**src/rtl/uart_rx_cfg.sv**
```systemverilog
// uart_rx_cfg: parametrised UART receiver.
// Serial input -> 2-FF synchroniser -> sampling FSM -> held frame outputs.
// Output protocol: `flag` is a one-cycle strobe marking a completed frame;
// `data_byte`, `parity_err` and `frame_err` are loaded on that same cycle and
// hold until the next strobe. There is no back-pressure: a consumer that
// needs the data must capture it while `flag` is high or before the next frame.
module uart_rx_cfg #(
  parameter int CLKS_PER_BIT = 8,
  parameter int DATA_BITS    = 8,
  parameter int PARITY       = 0,
  parameter int STOP_BITS    = 1
) (
  input  logic                 clk,
  input  logic                 rst_n,
  input  logic                 data_line,
  output logic                 flag,
  output logic [DATA_BITS-1:0] data_byte,
  output logic                 parity_err,
  output logic                 frame_err,
  output logic                 busy
);

  localparam int HALF = CLKS_PER_BIT / 2;
  localparam int CW   = $clog2(CLKS_PER_BIT);
  localparam int BW   = $clog2(DATA_BITS);

  localparam logic [CW-1:0] HALF_END = CW'(HALF - 1);
  localparam logic [CW-1:0] BIT_END  = CW'(CLKS_PER_BIT - 1);
  localparam logic [BW-1:0] DATA_END = BW'(DATA_BITS - 1);
  localparam logic [BW-1:0] STOP_END = BW'(STOP_BITS - 1);

  typedef enum logic [2:0] {
    S_IDLE   = 3'd0,
    S_START  = 3'd1,
    S_DATA   = 3'd2,
    S_PARITY = 3'd3,
    S_STOP   = 3'd4,
    S_DONE   = 3'd5
  } state_t;

  state_t                 state_q;
  logic                   sync1_q, sync2_q;
  logic                   rx_s;
  logic [CW-1:0]          cnt_q;
  logic [BW-1:0]          bit_q;
  logic [DATA_BITS-1:0]   shift_q, shift_d;
  logic                   par_q, par_d, perr_d;
  logic                   ferr_q;
  logic                   armed_q;
  logic                   flag_q, perr_q, frame_err_q, busy_q;
  logic [DATA_BITS-1:0]   data_q;

  assign rx_s       = sync2_q;
  assign flag       = flag_q;
  assign data_byte  = data_q;
  assign parity_err = perr_q;
  assign frame_err  = frame_err_q;
  assign busy       = busy_q;

  // Two-flop synchroniser; both stages reset to the idle (high) line level
  always_ff @(posedge clk or negedge rst_n) begin
    if (!rst_n) begin
      sync1_q <= 1'b1;
      sync2_q <= 1'b1;
    end else begin
      sync1_q <= data_line;
      sync2_q <= sync1_q;
    end
  end

  // Next shift-register contents, running XOR and the parity verdict
  always_comb begin
    shift_d = {rx_s, shift_q[DATA_BITS-1:1]};
    par_d   = par_q ^ rx_s;
    case (PARITY)
      1:       perr_d = ~par_q;  // odd: XOR of data and parity must be 1
      2:       perr_d = par_q;   // even: XOR of data and parity must be 0
      default: perr_d = 1'b0;
    endcase
  end

  // Receive FSM with registered outputs. armed_q demands a high line level
  // before each new start, so a line stuck low after reset or after a
  // start entry cannot retrigger by itself.
  always_ff @(posedge clk or negedge rst_n) begin
    if (!rst_n) begin
      state_q     <= S_IDLE;
      cnt_q       <= '0;
      bit_q       <= '0;
      shift_q     <= '0;
      par_q       <= 1'b0;
      ferr_q      <= 1'b0;
      armed_q     <= 1'b0;
      flag_q      <= 1'b0;
      data_q      <= '0;
      perr_q      <= 1'b0;
      frame_err_q <= 1'b0;
      busy_q      <= 1'b0;
    end else begin
      flag_q <= 1'b0;
      if (rx_s) begin
        armed_q <= 1'b1;
      end
      case (state_q)
        S_IDLE: begin
          if (!rx_s && armed_q) begin
            state_q <= S_START;
            cnt_q   <= '0;
            bit_q   <= '0;
            armed_q <= 1'b0;
            busy_q  <= 1'b1;
          end
        end
        S_START: begin
          if (cnt_q == HALF_END) begin
            cnt_q <= '0;
            if (rx_s) begin
              // line back high at mid-start: treat as a glitch
              state_q <= S_IDLE;
              busy_q  <= 1'b0;
            end else begin
              state_q <= S_DATA;
              par_q   <= 1'b0;
              ferr_q  <= 1'b0;
            end
          end else begin
            cnt_q <= cnt_q + 1'b1;
          end
        end
        S_DATA: begin
          if (cnt_q == BIT_END) begin
            cnt_q   <= '0;
            shift_q <= shift_d;
            par_q   <= par_d;
            if (bit_q == DATA_END) begin
              bit_q   <= '0;
              state_q <= (PARITY != 0) ? S_PARITY : S_STOP;
            end else begin
              bit_q <= bit_q + 1'b1;
            end
          end else begin
            cnt_q <= cnt_q + 1'b1;
          end
        end
        S_PARITY: begin
          if (cnt_q == BIT_END) begin
            cnt_q   <= '0;
            par_q   <= par_d;
            state_q <= S_STOP;
          end else begin
            cnt_q <= cnt_q + 1'b1;
          end
        end
        S_STOP: begin
          if (cnt_q == BIT_END) begin
            cnt_q <= '0;
            if (!rx_s) begin
              ferr_q <= 1'b1;
            end
            if (bit_q == STOP_END) begin
              bit_q   <= '0;
              state_q <= S_DONE;
            end else begin
              bit_q <= bit_q + 1'b1;
            end
          end else begin
            cnt_q <= cnt_q + 1'b1;
          end
        end
        S_DONE: begin
          data_q      <= shift_q;
          perr_q      <= perr_d;
          frame_err_q <= ferr_q;
          flag_q      <= 1'b1;
          busy_q      <= 1'b0;
          state_q     <= S_IDLE;
        end
        default: begin
          state_q <= S_IDLE;
          busy_q  <= 1'b0;
        end
      endcase
    end
  end

endmodule

```
**config.mk**
```make
export PLATFORM = sky130hd
export DESIGN_NAME = uart_rx_cfg
export DESIGN_NICKNAME = d
export VERILOG_FILES = /design/src/rtl/uart_rx_cfg.sv
export SDC_FILE = /design/constraint.sdc
export NUM_CORES = 1
export LEC_CHECK = 0
export CORE_MARGIN = 3
export CORE_UTILIZATION = 45
export DETAILED_ROUTE_END_ITERATION = 8
export PLACE_DENSITY = 0.68
export SLEW_MARGIN = 20
export SYNTH_ARGS = -nofsm -noshare
export SYNTH_HDL_FRONTEND = slang
export SYNTH_SLANG_ARGS = --single-unit
```
**constraint.sdc**
```tcl
create_clock -name clk -period 1.6 [get_ports clk]
set_input_delay 0.16 -clock clk [delete_from_list [all_inputs] [get_ports clk]]
set_output_delay 0.16 -clock clk [all_outputs]
set_load 0.1 [all_outputs]
```
==> results.md, run 1 <==
- H-tree Lvls: 2
- Final instance area: 2020 um^2
- Number of top-level pins: 15
- Yosys cell types: 41
- Adder-Cell Fraction of Synth Area: 5.71%
- Critical path data required time: 1.82 ns
- Antenna-violating nets left: 0
- Synth warn: 0
- First-pass GRT wire length: 4810 um
- Syn_area_per_cell: 12.1 um^2
- Vias in the first global route: 1016
- Simple-Gate Fraction of Synth Area: 11.4%
- Hold bufs inserted after CTS: 0
- Post-Route WL: 2850 um
- Num CTS Buffers: 5
- Root buf cell: clkbuf_4
- PortBufs: 13
- Kind of critical path: reg2reg
- CP Max Fanout: 8
- Pre-antenna DRT Iters: 4
- Die X-Extent: 64.4 um
- Fin util: 64.2%
- Fill cells: 249
- FFs w/ async S/R, synth: 100%
- Tcrit/Tclk final: 98.0%
- Final setup fails: 0
- Pleak: 0.931 nW
- Main flop type after synthesis: dfrtp_1
- Clock Skew: 0.0150 ns
- Nets: 164
- Mapped Cells: 127
- Outcome: completed
- Grt ovf: 0
- Synth area leader: dfrtp_1
- Via density: 5.36
- Post-synthesis sequential element count: 32
- DRC viols: 0
- GRT Total Usage: 15.4%
- Die Ht: 64.4 um
- Worst Setup Start Kind: flip-flop
- Xor/xnor share of the synthesized area: 0.571%
- Mapped Area: 1530 um^2
- Largest family of logic cells by synthesized area: multiplexers
- Diode count: 0
- Hold Vio Cnt, Final: 0
- Routed len/inst: 14.3 um
- Top cells by count, synth: 30 x dfrtp_1, 17 x mux2_2, 9 x inv_1
- Reg area: 805 um^2
- Initial antenna violation count: 0
- Post-DP HPWL: 2030 um
- P per Cell Area: 1330 nW/um^2
- Hold Path Class: in2async
- Minimum clock period: 1.57 ns
- Worst vdd ir: 0.897 mV
- Clk sink count: 32
- TritonCTS clock tree: done
- Arrival @ worst endpoint: 1.79 ns
- Dominant cell by count in the synthesized netlist: dfrtp_1
- Die Area: 4140 um^2
- DP Area: 1870 um^2
- CORE AREA: 3150 um^2
- Clk buf depth: 2
- Initial DRC count: 42
- Post-synthesis mux area share: 13.2%
- CTS clk-pin slew, worst paths: 0.11 ns
- FMAX: 638 MHz
- Mapped Nets: 137
- Unrepaired setup endpoints after global routing: true
- Largest net degree at the start of global routing: 33
- Ranking of synthesized cells by area: dfrtp_1 49%, mux2_2 12%, ha_1 5.7%
- Share of cells above drive strength 1: 41.3%
- Reg2reg path depth: 5
- Worst skew pair latency: 0.34 ns
- EDFF count, synth: 0
- Row count: 20
- Max cap viols: 0
- Vias: 1066
- Footprint of the multi-input gates: 716 um^2
- Compound-Gate Fraction of Synth Area: 12.4%
- Initial core utilization: 48.6%
- Area growth, synth to finish: 32.0%
- Critical Path End Type: flip-flop
- Pins Over Slew Limit: 0
- Register area share after synthesis: 52.4%
- Post-synth top area share: 49.0%
- GP Congestion: 0.857
[state kept, by name (all words and copies together) (netlist names), 3 cells and up]
name       count
bit_q          3
cnt_q          3
data_byte      8
shift_q        8
state_q        3
[what timing repair did]
action	CTS	global route
setup buffers	0	3
gates resized for setup	2	8
endpoints found under the hold margin	0	0
pin swaps	0	3
endpoints found under the setup margin	11	14
[metrics by stage]
stage,hold WS (ns),worst slack [ns],std cells,setup TNS (ns),power [W]
CTS,0.211,0.0108,196,0,0.00260
detailed placement,0.349,-0.0519,188,-0.413,0.00198
global placement,0.347,0.0278,188,0,0.00193
floorplan,-0.136,0.00603,127,0,0.00170
finish,0.212,0.0326,199,0,0.00269
global route,0.208,-0.0261,199,-0.141,0.00287
[metal layers]
layer  GRT usage, %  wire length (um)
met1           19.2              1200
met2           24.0              1420
met3           5.45               158
met4           7.12                74
met5              0                 0
[worst max-delay path, stage by stage, from the launching register on]
cell	delay [ns]
dfrtp_1	0.41
ha_4	0.18
ha_4	0.18
nor3b_4	0.20
buf_6	0.17
mux2_2	0.33
[power breakdown]
part           total (W)  switching [W]  leakage [nW]  internal [W]
clock           0.000607       0.000281        0.0412      0.000326
sequential       0.00106       0.000132         0.421      0.000929
combinational    0.00103       0.000533         0.469      0.000494
total            0.00269       0.000946         0.931       0.00175
[final timing paths]
kind                       slack, ns                  endpoint                  from
setup / recovery                0.03    shift_q[6]$_DFFE_PN0P_  cnt_q[1]$_DFFE_PN0P_
hold / removal                  0.21  data_byte[1]$_DFFE_PN0P_                 rst_n
setup reg to reg                0.03    shift_q[6]$_DFFE_PN0P_  cnt_q[1]$_DFFE_PN0P_
hold reg to reg                 0.36            rx_s$_DFF_PN1_     sync1_q$_DFF_PN1_
max in group asynchronous       1.05            rx_s$_DFF_PN1_                 rst_n
min in group clk                0.23         sync1_q$_DFF_PN1_             data_line
[cell type report]
class | count | area share (%)
Multi-Input combinational cell | 81 | 35.4
Clock buffer | 5 | 1.86
Inverter | 9 | 1.67
Sequential cell | 32 | 39.8
Clock inverter | 3 | 2.10
Timing Repair Buffer | 25 | 16.5
Tap cell | 44 | 2.72
[layout by cell type (no fill, tap or decap), types with 2 or more instances in the layout]
master and n:
inv_1 9, dfstp_2 2, o21ai_0 7, buf_4 11
nand3_1 2, a21oi_1 4, mux2_2 17, clkbuf_4 5
ha_1 4, nand2b_1 2, o22ai_1 3, nor2_1 4
ha_4 2, nor2b_1 4, buf_12 11, nand2_1 5
dfrtp_1 29, nand2b_4 2, clkdlybuf4s50_1 2
[logic make-up after synthesis]
family	count (synthesis)
XOR/XNOR	1
AO/OA/AOI/OAI	27
adder cells (fa/ha/maj)	7
other	1
buffers and inverters	14
multiplexers	18
flip-flops	32
AND/OR/NAND/NOR	27
Power figures use the tool's default switching activity.
==> inputs of run 2 (changes only) <==
CORE_MARGIN = 2   (was 3)
SLEW_MARGIN = 40   (was 20)
==> results.md, run 2 (synthesis gave the netlist of run 1 again) <==
- Worst skew pair latency: 0.33 ns (about the same)
- First-pass GRT wire length: 4970 um (+3.4%)
- FMAX: 623 MHz (-2.4%)
- Max cap viols: 0 (unchanged)
- Row count: 21 (+5.0%)
- CORE AREA: 3310 um^2 (+5.0%)
- GRT Total Usage: 16.3% (+0.83 points)
- Initial core utilization: 46.3% (-2.3 points)
- Worst vdd ir: 0.555 mV (-38%)
- Most common cell after layout, fill and taps aside: dfrtp_1
- Nets: 164 (unchanged)
- Vias: 1070 (+0.38%)
- Pins Over Slew Limit: 0 (unchanged)
- Failing checks: negative setup slack
- Root buf cell: clkbuf_4
- TritonCTS clock tree: done
- Worst Setup Start Kind: flip-flop
- Kind of critical path: reg2reg
- Clock Skew: 0.00673 ns (-0.00823 ns)
- Comb power frac: 41.4% (+3.3 points)
- Tcrit/Tclk final: 100% (+2.4 points)
- Psw: 0.00101 W (+6.8%)
- Fin worst setup slack: -0.00513 ns (-0.0377 ns)
- Die X-Extent: 62.4 um (-3.1%)
- CP peak stage delay: 0.47 ns (+0.06 ns)
- Outcome: finished with violations
- Clk sink count: 32 (unchanged)
- Fin util: 62.1% (-2.0 points)
- Diode count: 0 (unchanged)
- Area growth, synth to finish: 34.2%
- Number of top-level pins: 15 (unchanged)
- Pleak: 0.938 nW (+0.72%)
- Pre-antenna DRT Iters: 4 (unchanged)
- Vias in the first global route: 1086 (+6.9%)
- Via density: 5.32 (-0.62%)
- Num CTS Buffers: 5 (unchanged)
- PortBufs: 13 (unchanged)
- Post-DP HPWL: 1880 um (-7.6%)
- Clk buf depth: 2 (unchanged)
- Largest net degree at the start of global routing: 33 (unchanged)
- Die Ht: 62.4 um (-3.1%)
- CP Max Fanout: 6 (-2)
- Fill cells: 270 (+8.4%)
- CTS clk-pin slew, worst paths: 0.10 ns (about the same)
- P per Cell Area: 1270 nW/um^2 (-4.3%)
- DRC viols: 0 (unchanged)
- Clock power share: 17.5% (-5.0 points)
- Arrival @ worst endpoint: 1.83 ns (+0.04 ns)
- Int Pwr: 0.00161 W (-7.9%)
- Critical path cell sequence: or3b_4 -> a221oi_4 -> nand2b_4 -> o21ai_2
- Sequential share of power: 41.1% (+1.7 points)
- Final setup fails: 1 (+1)
- Critical Path End Type: flip-flop
- GP Congestion: 0.816 (-4.8%)
- Post-Route WL: 3080 um (+7.8%)
- Highest-count cells in the layout ignoring fill and taps: 29 x dfrtp_1, 11 x buf_12, 11 x buf_4
- Critical-path top delay cell: dfrtp_2
- Unrepaired setup endpoints after global routing: true
- Hold Path Class: in2async
- Sw Ratio: 38.5% (+3.4 points)
- Share of cells above drive strength 1: 43.9% (+2.6 points)
- Grt ovf: 0 (unchanged)
- Routed len/inst: 15.3 um (+6.7%)
- Critical path data required time: 1.82 ns (about the same)
- Initial DRC count: 68 (+62%)
- Initial antenna violation count: 0 (unchanged)
- Hold Vio Cnt, Final: 0 (unchanged)
- Minimum clock period: 1.61 ns (+0.0377 ns)
- H-tree Lvls: 2 (unchanged)
- Hold_ws: 0.207 ns (-0.00560 ns)
- Die Area: 3890 um^2 (-6.1%)
- Antenna-violating nets left: 0 (unchanged)
## run 2: cell types whose count changed in the layout (fill, tap and decap cells not counted), sizes merged
| cell | change |
|---|---|
| clkinv | +2 |
| bufinv | -1 |
| clkinvlp | -1 |
## run 2: metal layers
metal / wire (um) / global-route usage, % / vias to the layer above
met3: 226 / 5.25 / 3
li1: - / - / 502
met1: 1370 / 21.6 / 519
met2: 1470 / 24.0 / 46
met5: 0 / 0 / -
met4: 10 / 8.06 / 0
## run 2: path summary, 6_finish.rpt
| check | slack [ns] | to | start | depth (start not counted) |
|---|---|---|---|---|
| worst max-delay path | -0.005 | bit_q[0]$_DFFE_PN0P_ | state_q[1]$_DFFE_PN0P_ | 4 |
| worst min-delay path | 0.21 | state_q[2]$_DFFE_PN0P_ | rst_n | 2 |
| worst max register to register | -0.005 | bit_q[0]$_DFFE_PN0P_ | state_q[1]$_DFFE_PN0P_ | 4 |
| worst min register to register | 0.36 | rx_s$_DFF_PN1_ | sync1_q$_DFF_PN1_ | 0 |
| max in group asynchronous | 1.07 | sync1_q$_DFF_PN1_ | rst_n | 2 |
| min in group clk | 0.23 | sync1_q$_DFF_PN1_ | data_line | 1 |
## run 2: worst max-delay path, delay by kind of cell, from the launching register on
family           cells  cell delay [ns]
AND/OR/NAND/NOR      2             0.60
flip-flops           1             0.47
AO/OA/AOI/OAI        2             0.43
## run 2: power by group through the flow
stage / logic (W) / registers, W / clock network, W
floorplan: 0.000632 / 0.00107 / 0
global placement: 0.000846 / 0.00106 / 0
detailed placement: 0.000872 / 0.00107 / 0
CTS: 0.000899 / 0.00106 / 0.000472
global route: 0.00118 / 0.00110 / 0.000528
finish: 0.00109 / 0.00108 / 0.000459
## run 2: cell type report
cell class | count | area, um^2 | area share [%]
Clock inverter | 3 | 18.8 | 0.912
Sequential cell | 32 | 805 | 39.1
Inverter | 9 | 33.8 | 1.64
Timing Repair Buffer | 25 | 334 | 16.2
Tap cell | 46 | 57.6 | 2.80
Clock buffer | 5 | 37.5 | 1.82
Multi-Input combinational cell | 81 | 771 | 37.5
## run 2: repair_timing
item | in CTS | in global routing
setup buffers | 0 | 4
setup endpoints to repair | 13 | 24
hold buffers | 0 | 0
pin swaps | 1 | 4
resized for setup | 4 | 18
## run 2: stage by stage
stage          worst slack [ns]  total power, W  instances  setup TNS [ns]  area [um^2]
6_report               -0.00513         0.00262        201        -0.00513         2060
5_1_grt                 -0.0644         0.00281        201          -0.353         2060
4_1_cts                 0.00213         0.00243        197               0         1940
3_5_place_dp            -0.0350         0.00194        189          -0.115         1870
3_3_place_gp             0.0424         0.00191        189               0         1870
2_1_floorplan           0.00603         0.00170        127               0         1540
